[src/rtl/ascon_ctrl.sv]
// rtl/ascon_ctrl.sv - Ascon-128 encryption sequencer: round counter, datapath selects, AD/PT handshakes.
module ascon_ctrl #(
  parameter int ROUND_WIDTH = 4,
  parameter int PA_ROUNDS   = 12,
  parameter int PB_ROUNDS   = 6
) (
  input  logic                   clk,
  input  logic                   rst,
  input  logic                   start_i,
  input  logic                   no_ad_i,
  input  logic                   ad_valid_i,
  input  logic                   ad_last_i,
  output logic                   ad_ready_o,
  input  logic                   pt_valid_i,
  input  logic                   pt_last_i,
  output logic                   pt_ready_o,
  output logic                   en_state_o,
  output logic                   sel_ad_o,
  output logic                   sel_state_init_o,
  output logic                   sel_xor_init_o,
  output logic                   sel_xor_ext_o,
  output logic                   sel_xor_dom_sep_o,
  output logic                   sel_xor_fin_o,
  output logic                   sel_xor_tag_o,
  output logic                   ct_valid_o,
  output logic                   tag_valid_o,
  output logic [ROUND_WIDTH-1:0] rnd_o,
  output logic                   busy_o,
  output logic                   done_o
);

  typedef enum logic [2:0] {IDLE, INIT, AD, PT, FIN, DONE} state_t;

  localparam logic [ROUND_WIDTH-1:0] RC_LAST  = ROUND_WIDTH'(PA_ROUNDS - 1);
  localparam logic [ROUND_WIDTH-1:0] RC_BLOCK = ROUND_WIDTH'(PA_ROUNDS - PB_ROUNDS);

  state_t                 state, state_nxt;
  logic [ROUND_WIDTH-1:0] rc, rc_nxt;
  logic                   no_ad, no_ad_nxt;
  logic                   ad_last, ad_last_nxt;

  always_ff @(posedge clk) begin
    if (rst) begin
      state   <= IDLE;
      rc      <= '0;
      no_ad   <= 1'b0;
      ad_last <= 1'b0;
    end else begin
      state   <= state_nxt;
      rc      <= rc_nxt;
      no_ad   <= no_ad_nxt;
      ad_last <= ad_last_nxt;
    end
  end

  always_comb begin
    state_nxt         = state;
    rc_nxt            = rc;
    no_ad_nxt         = no_ad;
    ad_last_nxt       = ad_last;
    ad_ready_o        = 1'b0;
    pt_ready_o        = 1'b0;
    en_state_o        = 1'b0;
    sel_ad_o          = 1'b0;
    sel_state_init_o  = 1'b0;
    sel_xor_init_o    = 1'b0;
    sel_xor_ext_o     = 1'b0;
    sel_xor_dom_sep_o = 1'b0;
    sel_xor_fin_o     = 1'b0;
    sel_xor_tag_o     = 1'b0;
    ct_valid_o        = 1'b0;
    tag_valid_o       = 1'b0;
    rnd_o             = '0;
    busy_o            = (state != IDLE);
    done_o            = 1'b0;

    case (state)
      IDLE: begin
        if (start_i) begin
          state_nxt = INIT;
          rc_nxt    = '0;
          no_ad_nxt = no_ad_i;
        end
      end
      INIT: begin
        en_state_o       = 1'b1;
        rnd_o            = rc;
        sel_state_init_o = (rc == '0);
        if (rc == RC_LAST) begin
          sel_xor_init_o    = 1'b1;
          sel_xor_dom_sep_o = no_ad;
          state_nxt         = no_ad ? PT : AD;
          rc_nxt            = RC_BLOCK;
        end else begin
          rc_nxt = rc + 1'b1;
        end
      end
      AD: begin
        sel_ad_o = 1'b1;
        rnd_o    = rc;
        if (rc == RC_BLOCK) begin
          // Block entry: the state only advances once a block is actually absorbed.
          ad_ready_o = 1'b1;
          if (ad_valid_i) begin
            en_state_o    = 1'b1;
            sel_xor_ext_o = 1'b1;
            ad_last_nxt   = ad_last_i;
            rc_nxt        = rc + 1'b1;
          end
        end else begin
          en_state_o = 1'b1;
          if (rc == RC_LAST) begin
            rc_nxt = RC_BLOCK;
            if (ad_last) begin
              sel_xor_dom_sep_o = 1'b1;
              state_nxt         = PT;
            end
          end else begin
            rc_nxt = rc + 1'b1;
          end
        end
      end
      PT: begin
        rnd_o = rc;
        if (rc == RC_BLOCK) begin
          pt_ready_o = 1'b1;
          if (pt_valid_i) begin
            en_state_o    = 1'b1;
            sel_xor_ext_o = 1'b1;
            ct_valid_o    = 1'b1;
            if (pt_last_i) begin
              // Final block doubles as finalization round 0.
              sel_xor_fin_o = 1'b1;
              rnd_o         = '0;
              state_nxt     = FIN;
              rc_nxt        = ROUND_WIDTH'(1);
            end else begin
              rc_nxt = rc + 1'b1;
            end
          end
        end else begin
          en_state_o = 1'b1;
          rc_nxt     = (rc == RC_LAST) ? RC_BLOCK : rc + 1'b1;
        end
      end
      FIN: begin
        en_state_o = 1'b1;
        rnd_o      = rc;
        if (rc == RC_LAST) begin
          sel_xor_tag_o = 1'b1;
          state_nxt     = DONE;
          rc_nxt        = '0;
        end else begin
          rc_nxt = rc + 1'b1;
        end
      end
      DONE: begin
        tag_valid_o = 1'b1;
        done_o      = 1'b1;
        state_nxt   = IDLE;
      end
      default: begin
        state_nxt = IDLE;
        rc_nxt    = '0;
      end
    endcase
  end

endmodule

[config.mk]
export PLATFORM = sky130hd
export DESIGN_NAME = ascon_ctrl
export DESIGN_NICKNAME = d
export VERILOG_FILES = /design/src/rtl/ascon_ctrl.sv
export SDC_FILE = /design/constraint.sdc
export NUM_CORES = 1
export LEC_CHECK = 0
export CAP_MARGIN = 20
export CELL_PAD_IN_SITES_DETAIL_PLACEMENT = 2
export CELL_PAD_IN_SITES_GLOBAL_PLACEMENT = 2
export CORE_AREA = 4 4 63 65
export CTS_CLUSTER_SIZE = 30
export DETAILED_ROUTE_END_ITERATION = 10
export DIE_AREA = 0 0 67 69
export PLACE_DENSITY_LB_ADDON = 0.25
export RECOVER_POWER = 25
export SKIP_CTS_REPAIR_TIMING = 1
export SYNTH_ARGS = -nofsm -noshare
export SYNTH_HDL_FRONTEND = slang
export SYNTH_SLANG_ARGS = --single-unit
[constraint.sdc]
create_clock -name clk -period 4.3 [get_ports clk]
set_input_delay 0.86 -clock clk [delete_from_list [all_inputs] [get_ports clk]]
set_output_delay 0.86 -clock clk [all_outputs]
set_load 0.05 [all_outputs]
==> impl_metrics.json <==
{
  "start_util": 0.264,
  "critical_path_arrival_ns": 2.96,
  "detail_route.wirelength_um": 2970,
  "worstReg2RegEnd": "state[1]",
  "timing.fmax_ghz": 0.262,
  "clock-skew-final_ns": 0.00802,
  "dpl.cell_count": 178,
  "whs_endpoint": "ad_last",
  "insertedDiodeCount": 0,
  "rr_worst_depth": 6,
  "postSynthRegisterBits": 9,
  "insertion_delay_ns": 0.27,
  "synth_area_leader_cell": "dfxtp_1",
  "worst-path-buf-inv": 2,
  "synth_nets": 128,
  "total_track_usage": 0.136,
  "timing.slew.headroom": 0.499,
  "grt_setup_unrepaired": "no",
  "syn-instance-count": 117,
  "detailed_place_hpwl_um": 2340,
  "fin_crit_sh": 0.887,
  "grt_start_max_net_pins": 20,
  "final_max_slew_viol_count": 0,
  "layout.nets": 148,
  "coreArea_mm2": 0.00334,
  "total_vias_in_the_final_route": 910,
  "outcome": "completed",
  "design.die.area_mm2": 0.00462,
  "design.portCount": 26,
  "netlist_area_um2": 881,
  "synth.most_common_cell": "nand2_1",
  "timing.critical_path.fanout_max": 4,
  "cts_made_buffers": 3,
  "maxCapViolations": 0,
  "synth.distinct_cells": 39,
  "final_cell_count_no_fill": 182,
  "clock-sinks": 9,
  "route.detailed.drc": 0,
  "synth.top_cells.by_area": "dfxtp_1 20%, buf_6 6.4%, nand2_1 5.5%",
  "setup_violating_endpoint_count_in_the_final_report": 0,
  "timing_hold_violations_final": 0,
  "end_kind": "output pin",
  "combPwrFrac": 0.505,
  "startpoint": "pt_valid_i",
  "grt_pass1_vias": 976,
  "power_report.internal_total_uw": 197,
  "synth_edf_count": 0,
  "clock_pin_slew_reported_for_the_worst_setup_and_hold_paths_after_clock_tree_synthesis_ns": 0.07,
  "grt_pass1_wl_um": 4940,
  "ys_dominant_reg_cell": "dfxtp_1",
  "grt_antenna_before_repair": 0,
  "tritoncts": "built",
  "sequentialPowerShare": 0.315,
  "cp-start-kind": "input port",
  "place_congestion": 0.839,
  "timing.final.crit_period_ns": 3.82,
  "cts.path.max_buffers": 2,
  "peakVddDrop_mv": 0.0963,
  "p_sw_uw": 197,
  "htreeDepth": 1,
  "critical_path.cell_chain": "dlygate4sd3_1 > nand3b_1 > o21ai_0 > a21oi_1 > clkdlybuf4s50_1",
  "clk_root_buffer_cell": "clkbuf_4",
  "crit_path_max_incr_delay_ns": 0.89,
  "antenna_left": 0,
  "yosys-top-cells-count": "13 x nand2_1, 12 x nor2_1, 9 x dfxtp_1",
  "die_h_um": 69,
  "worst_hold_startpoint": "ad_last",
  "grt_overflow": 0,
  "routed_wire_length_per_instance_um": 16.3,
  "pwr_density_cell_mw_per_mm2": 359,
  "port_buffers": 25,
  "area_growth_pct": 24.9,
  "worstMarginPinSlew_ns": 0.746,
  "setup_tns_ns": 0,
  "ys.warnings.count": 0,
  "worst_reg2reg_startpoint": "rc[0]",
  "reg2reg_slack_ns": 2.13,
  "std_cell_rows": 21,
  "cpLargestDelayFamily": "buffers and inverters",
  "p_sw_frac": 0.500,
  "syn_avg_cell_area_um2": 7.53,
  "drt_pass1_iterations": 3,
  "timing.setup.critical_path_class": "in2out",
  "ys_seq_area_frac": 0.205,
  "critical_path_cell_count": 5,
  "pwr-share-clk": 0.180,
  "async_flop_share": 0,
  "cp_slowest_cell": "clkdlybuf4s50_1",
  "detail_route.iter0.violations": 50,
  "holdPathStages": 2,
  "drive_gt1_frac": 0.0735,
  "cellLeakagePower_uw": 0.000382,
  "synth.top_cell.area_share": 0.205,
  "required_ns": 3.44,
  "route.detailed.vias_per_inst": 5.00,
  "floorplan.die.width_um": 67,
  "hp-class": "reg2reg"
}
[power groups by stage]
stage	Combinational, uW	Sequential, uW	Clock [uW]
after global placement	202	126	0
after detailed placement	207	127	0
after CTS	208	125	75.0
after floorplan	181	98.8	0
after global routing	218	129	79.0
final	199	124	71.0
[sequential cells by signal, summed over array words and instances, names as in the netlist]
name,flops
rc,4
state,3
ad_last,1
no_ad,1
[worst register-to-register path: cells and delay by family, from the launching register on]
family	cells	cell delay (ns)
flops	1	0.46
buf+inv	1	0.10
compound gates	3	1.08
simple gates	1	0.22
fa+ha+maj	1	0.22
[cell usage in the layout, fill, tap and decap left out, types with 2 or more instances in the layout]
master	instances
o21ai_0	4
o21a_1	2
nand2b_1	2
o21ai_1	2
nor3_1	8
xnor2_1	2
nand3_1	4
nand4_1	2
ha_1	3
a21oi_1	6
nor2b_1	2
clkbuf_4	3
and2_1	4
clkdlybuf4s50_1	24
dfxtp_1	9
a31oi_1	4
and3_2	2
a211oi_1	2
nand2_1	13
nor2_1	12
nand3b_1	3
inv_1	4
[routing by layer]
metal / part of all wire / track usage / vias to the layer above / wire length [um]
met5: 0 / 0 / - / 0
met4: 0.0040 / 0.0270 / 0 / 12
met3: 0.035 / 0.0357 / 2 / 103
met2: 0.53 / 0.241 / 12 / 1570
met1: 0.43 / 0.161 / 443 / 1290
li1: - / - / 453 / -
[final cells by class]
cell class / count / area, um^2
Sequential cell: 9 / 180
Fill cell: 418 / 2240
Clock buffer: 4 / 26.3
Tap cell: 46 / 57.6
Timing Repair Buffer: 25 / 250
Multi-Input combinational cell: 94 / 571
Inverter: 4 / 15.0
[stage by stage]
stage,power (uW),worst slack [ns],util,instance area (um^2),hold WS [ns]
3_5_place_dp,334,0.599,0.328,1090,0.466
5_1_grt,426,0.421,0.330,1100,0.496
4_1_cts,408,0.563,0.336,1120,0.477
2_1_floorplan,280,1.14,-,881,0.436
6_report,395,0.485,0.330,1100,0.474
3_3_place_gp,328,0.662,0.328,1090,0.453
[how the worst max path moves through the flow]
stage / to
after global routing: en_state_o
after floorplan: sel_xor_ext_o
after CTS: en_state_o
final: en_state_o
after detailed placement: en_state_o
after global placement: sel_xor_ext_o
[cell families after synthesis]
logic type | count (synthesis) | share of synthesized area
simple gates | 60 | 0.358
compound gates | 28 | 0.240
buf+inv | 14 | 0.124
flops | 9 | 0.205
fa+ha+maj | 3 | 0.0426
xor+xnor | 2 | 0.0199
mux | 1 | 0.0114
Note: power is estimated with default switching activity, not from simulation.
